$ cat config.mk
export PLATFORM = sky130hd
export DESIGN_NAME = mbm_pipe_mult
export DESIGN_NICKNAME = d
export VERILOG_FILES = /design/src/rtl/mbm_pipe_mult_pkg.sv /design/src/rtl/mbm_pipe_mult_lod.sv /design/src/rtl/mbm_pipe_mult.sv
export SDC_FILE = /design/constraint.sdc
export NUM_CORES = 1
export LEC_CHECK = 0
export CORE_UTILIZATION = 45
export CTS_CLUSTER_SIZE = 14
export DETAILED_ROUTE_END_ITERATION = 8
export PLACE_DENSITY_LB_ADDON = 0.1
export SYNTH_ARGS = -nofsm -noshare
export SYNTH_HDL_FRONTEND = slang
export SYNTH_SLANG_ARGS = --single-unit
$ cat constraint.sdc
create_clock -name clk -period 2 [get_ports clk]
set_input_delay 0.3 -clock clk [delete_from_list [all_inputs] [get_ports clk]]
set_output_delay 0.3 -clock clk [all_outputs]
set_load 0.01 [all_outputs]
$ cat src/rtl/mbm_pipe_mult_pkg.sv
// mbm_pipe_mult_pkg: widths, stage register layouts and the Mitchell antilog helper
package mbm_pipe_mult_pkg;

    localparam int N = 8;
    localparam int L = 3;
    localparam int F = 7;
    localparam int P = 16;
    localparam int W = 23;
    localparam logic [N-1:0] ANTILOG_THRESH = 8'd128;

    typedef struct packed {
        logic [L-1:0] k1;
        logic [L-1:0] k2;
        logic [F-1:0] x1;
        logic [F-1:0] x2;
        logic         zero;
    } s1_t;

    typedef struct packed {
        logic [L:0]   ks;
        logic [N-1:0] fs;
        logic         zero;
    } s2_t;

    // Antilog: a carry out of the mantissa sum (fs >= 128) doubles the mantissa instead of bumping the exponent
    function automatic logic [P-1:0] antilog(input logic [L:0] ks, input logic [N-1:0] fs);
        logic [N:0]   m;
        logic [W-1:0] w;
        m = (fs < ANTILOG_THRESH) ? ({1'b0, fs} + 9'd128) : {fs, 1'b0};
        w = {{(W-N-1){1'b0}}, m} << ks;
        return w[F+P-1:F];
    endfunction

endpackage

$ cat src/rtl/mbm_pipe_mult_lod.sv
// mbm_pipe_mult_lod: leading-one detector, returns the index of the highest set bit (0 for zero input)
module mbm_pipe_mult_lod
    import mbm_pipe_mult_pkg::*;
(
    input  logic [N-1:0] v,
    output logic [L-1:0] k
);

    // Scan upward so the highest set bit wins
    always_comb begin
        k = '0;
        for (int i = 0; i < N; i++)
            if (v[i]) k = L'(i);
    end

endmodule

$ cat src/rtl/mbm_pipe_mult.sv
// mbm_pipe_mult: 3-stage pipelined 8x8 Mitchell approximate multiplier with valid/ready flow control
module mbm_pipe_mult
    import mbm_pipe_mult_pkg::*;
(
    input  logic         clk,
    input  logic         rst,
    input  logic         in_valid,
    output logic         in_ready,
    input  logic [N-1:0] a,
    input  logic [N-1:0] b,
    output logic         out_valid,
    input  logic         out_ready,
    output logic [P-1:0] prod
);

    logic         v1, v2, v3;
    logic         rdy1, rdy2, rdy3;
    logic [L-1:0] k1, k2;
    logic [N-1:0] n1, n2;
    s1_t          s1;
    s2_t          s2;

    assign rdy3      = ~v3 | out_ready;
    assign rdy2      = ~v2 | rdy3;
    assign rdy1      = ~v1 | rdy2;
    assign in_ready  = rdy1;
    assign out_valid = v3;

    mbm_pipe_mult_lod u_lod_a (.v(a), .k(k1));
    mbm_pipe_mult_lod u_lod_b (.v(b), .k(k2));

    assign n1 = a << (L'(F) - k1);
    assign n2 = b << (L'(F) - k2);

    // Stage 1: exponents and normalised fractions of both operands
    always_ff @(posedge clk or posedge rst) begin
        if (rst) begin
            v1 <= 1'b0;
            s1 <= '0;
        end else if (rdy1) begin
            v1      <= in_valid;
            s1.k1   <= k1;
            s1.k2   <= k2;
            s1.x1   <= n1[F-1:0];
            s1.x2   <= n2[F-1:0];
            s1.zero <= (a == '0) | (b == '0);
        end
    end

    // Stage 2: log-domain addition of exponents and fractions
    always_ff @(posedge clk or posedge rst) begin
        if (rst) begin
            v2 <= 1'b0;
            s2 <= '0;
        end else if (rdy2) begin
            v2      <= v1;
            s2.ks   <= {1'b0, s1.k1} + {1'b0, s1.k2};
            s2.fs   <= {1'b0, s1.x1} + {1'b0, s1.x2};
            s2.zero <= s1.zero;
        end
    end

    // Stage 3: antilog back to a linear product, forced to zero for a zero operand
    always_ff @(posedge clk or posedge rst) begin
        if (rst) begin
            v3   <= 1'b0;
            prod <= '0;
        end else if (rdy3) begin
            v3   <= v2;
            prod <= s2.zero ? '0 : antilog(s2.ks, s2.fs);
        end
    end

endmodule

==> reports/metrics.csv <==
metric,value,unit
synth_top_area_frac,0.3976,
cp_data_required_time,2.19,ns
worstPathMaxFanout,2,
antenna_found_initial,0,
dp_hpwl,6.183,mm
netlist_area,3336,um^2
io_buffers,37,
rsz0062_at_grt,false,
r2r-end,s2[7]$_DFFE_PP0P_,
yosysTopAreaCell,dfrtp_1,
clk_pin_slew,0.09,ns
syn_nets,399,
mostFrequentLayoutCells,"dfrtp_1 (53), buf_4 (37), nor2_1 (36), clkdlybuf4s50_1 (36), a21oi_1 (34)",
finalSetupViolCount,0,
finalNetCount,462,
switching_share,0.3681,
cts_tree,done,
grt_pass1_vias,2882,
crit_path_start_kind,flop,
cpLargestDelayFamily,adder cells,
fin_crit_sh,0.9363,
syn2layout_area_growth,24.08,%
yosysUniqueCellTypes,66,
synth_area_leaders,"dfrtp_1 (40%), a21oi_1 (5.3%), nor2_1 (4.1%), ha_1 (3.8%), nand2_1 (3.6%)",
drc_errors,0,
antenna_cells,0,
switchingPower,0.001566,W
grt_max_degree,24,
multiInputGateArea,1838,um^2
wl,7.843,mm
clk_latency,0.30,ns
worstSetupPathType,reg -> reg,
cts.htree.levels,2,
fin_skew,0.007569,ns
r2r_start,s1[1]$_DFFE_PP0P_,
grt_usage,0.2208,
rows,31,
postCtsSetupBuffers,0,
fp.dieH,88.10,um
ios,38,
power.internal,0.002688,W
worstPathBufferInverterCount,0,
layout-drive-gt1-share,0.1671,
period_needed,1.873,ns
core_area,7214,um^2
arrival,2.07,ns
postRouteAntennaNets,0,
powerDensity,1028,nW/um^2
cpPeakStageDelay,0.39,ns
final_common_cell,dfrtp_1,
synth_ff_type,dfrtp_1,
start_util,0.4624,
slew_viol_final,0,
synth_edf_count,0,
die_w,88.10,um
vias,2978,
grt_pass1_wl,13.33,mm
synthArstFlopShare,1.000,
reg2reg_depth,7,
slew-limit-headroom,0.6746,
final_area,4139,um^2
die_area,7761,um^2
seqPwrFrac,0.371,
outcome,finished clean,
cts_buffers,5,
pwr-share-comb,0.451,
nFillCells,687,
cp_cell_sequence,ha_1 > fa_2 > a21oi_2 > o21ai_0 > a21oi_1 > xnor2_1 > mux2_2,
hp-class,in -> async,
drt_first_pass_iters,4,
cts_hold_buf,0,
wire_per_inst,14.80,um
synth_cells,367,
avgSynthCellArea,9.089,um^2
fmax,534.0,MHz
ys_warn_count,0,
hold_violations,0,
seq_area_frac_synth,0.3976,
drt_iter0_drc,70,
p_leak,1.779,nW
ir_drop,0.3882,mV
fin_total_pwr,0.004255,W
worst_slew_pin_slew,0.4757,ns
overflow,0,
cp_slowest_cell,dfrtp_1,
rrSetupSlack,0.13,ns
ys_seq_elements,53,
maxCapViolCount,0,
end_kind,flop,
regArea,1326,um^2
clock-sinks,53,
routabilityCongestion,0.8493,
cp-startpoint,s1[1]$_DFFE_PP0P_,
clockBufferDepth,2,
pwr-share-clk,0.178,
path_depth,7,
vias_per_cell,5.619,
dpl-instance-area,4014,um^2
root_buffer,clkbuf_8,
cell type report:
type                       count  area share
multi-input combinational    278      0.4441
sequential                    53      0.3204
clock inverter                 2    0.009069
inverter                      17     0.01542
clock buffer                   6     0.01995
timing repair buffer          75      0.1611
tap                           99     0.02993
cells in the mapped netlist, types with 3 or more instances:
library cell,instances
dfrtp_1,53
nor2_1,36
a21oi_1,35
nand2_1,32
o21ai_0,19
inv_1,16
ha_1,10
mux2i_1,9
nor3_1,9
clkbuf_1,8
mux2_2,8
nand3_1,8
nor2b_1,8
o221ai_1,7
a31oi_1,6
buf_2,5
nand2b_1,5
o21ai_1,5
a22o_1,4
a22oi_1,4
nor3b_1,4
nor4_1,4
a32o_1,3
a32oi_1,3
buf_6,3
nand3b_1,3
o21a_1,3
o31a_1,3
o31ai_1,3
or3_2,3
xnor2_1,3
kinds of logic (layout without fill, tap and decap cells):
kind of cell               after synthesis  in the layout  synth area share
AOI/OAI and AO/OA                      118            118            0.2359
xor gates and xnor gates                 6              6           0.02026
adders and majority gates               12             12           0.04951
buffers and inverters                   36            100           0.05326
DFF                                     53             53            0.3976
muxes                                   18             18           0.05852
and+or+nand+nor                        124            124            0.1849
sequential cells by signal, summed over array words and instances (netlist names):
name	count
v1	1
s2	13
v2	1
s1	21
prod	16
out_valid	1
worst max-delay path by stage:
stage	endpoint
2_1_floorplan	s2[7]$_DFFE_PP0P_
3_3_place_gp	in_ready
3_5_place_dp	s1[3]$_DFFE_PP0P_
4_1_cts	s2[7]$_DFFE_PP0P_
5_1_grt	s2[7]$_DFFE_PP0P_
6_report	s2[7]$_DFFE_PP0P_
per-layer routing:
metal / share of wire / up-vias / track usage
li1: - / 1482 / -
met1: 0.43 / 1413 / 0.2599
met2: 0.53 / 67 / 0.4031
met3: 0.025 / 16 / 0.03770
met4: 0.023 / 0 / 0.07918
met5: 0 / - / 0
timing repair:
action	4_1_cts	5_1_grt
gates resized for setup	1	2
setup endpoints to repair	1	1
cloned	0	0
per-stage QoR:
stage	TNS [ns]	utilization	cells	worst slack, ns	hold slack (ns)
2_1_floorplan	0	-	367	0.1767	0.4084
3_3_place_gp	-0.003338	0.5564	522	-0.003338	0.4462
3_5_place_dp	-0.02145	0.5564	522	-0.02055	0.4534
4_1_cts	0	0.5728	530	0.02879	0.3323
5_1_grt	0	0.5737	530	0.03583	0.3632
6_report	0	0.5737	530	0.1273	0.3167
power groups by stage:
stage	combinational [W]	clock, W	sequential, W
3_5_place_dp	0.00191	0	0.00160
2_1_floorplan	0.00116	0	0.00159
6_report	0.00192	0.000759	0.00158
4_1_cts	0.00192	0.000777	0.00158
3_3_place_gp	0.00188	0	0.00159
5_1_grt	0.00212	0.000819	0.00161
(Power assumes the default switching activity.)
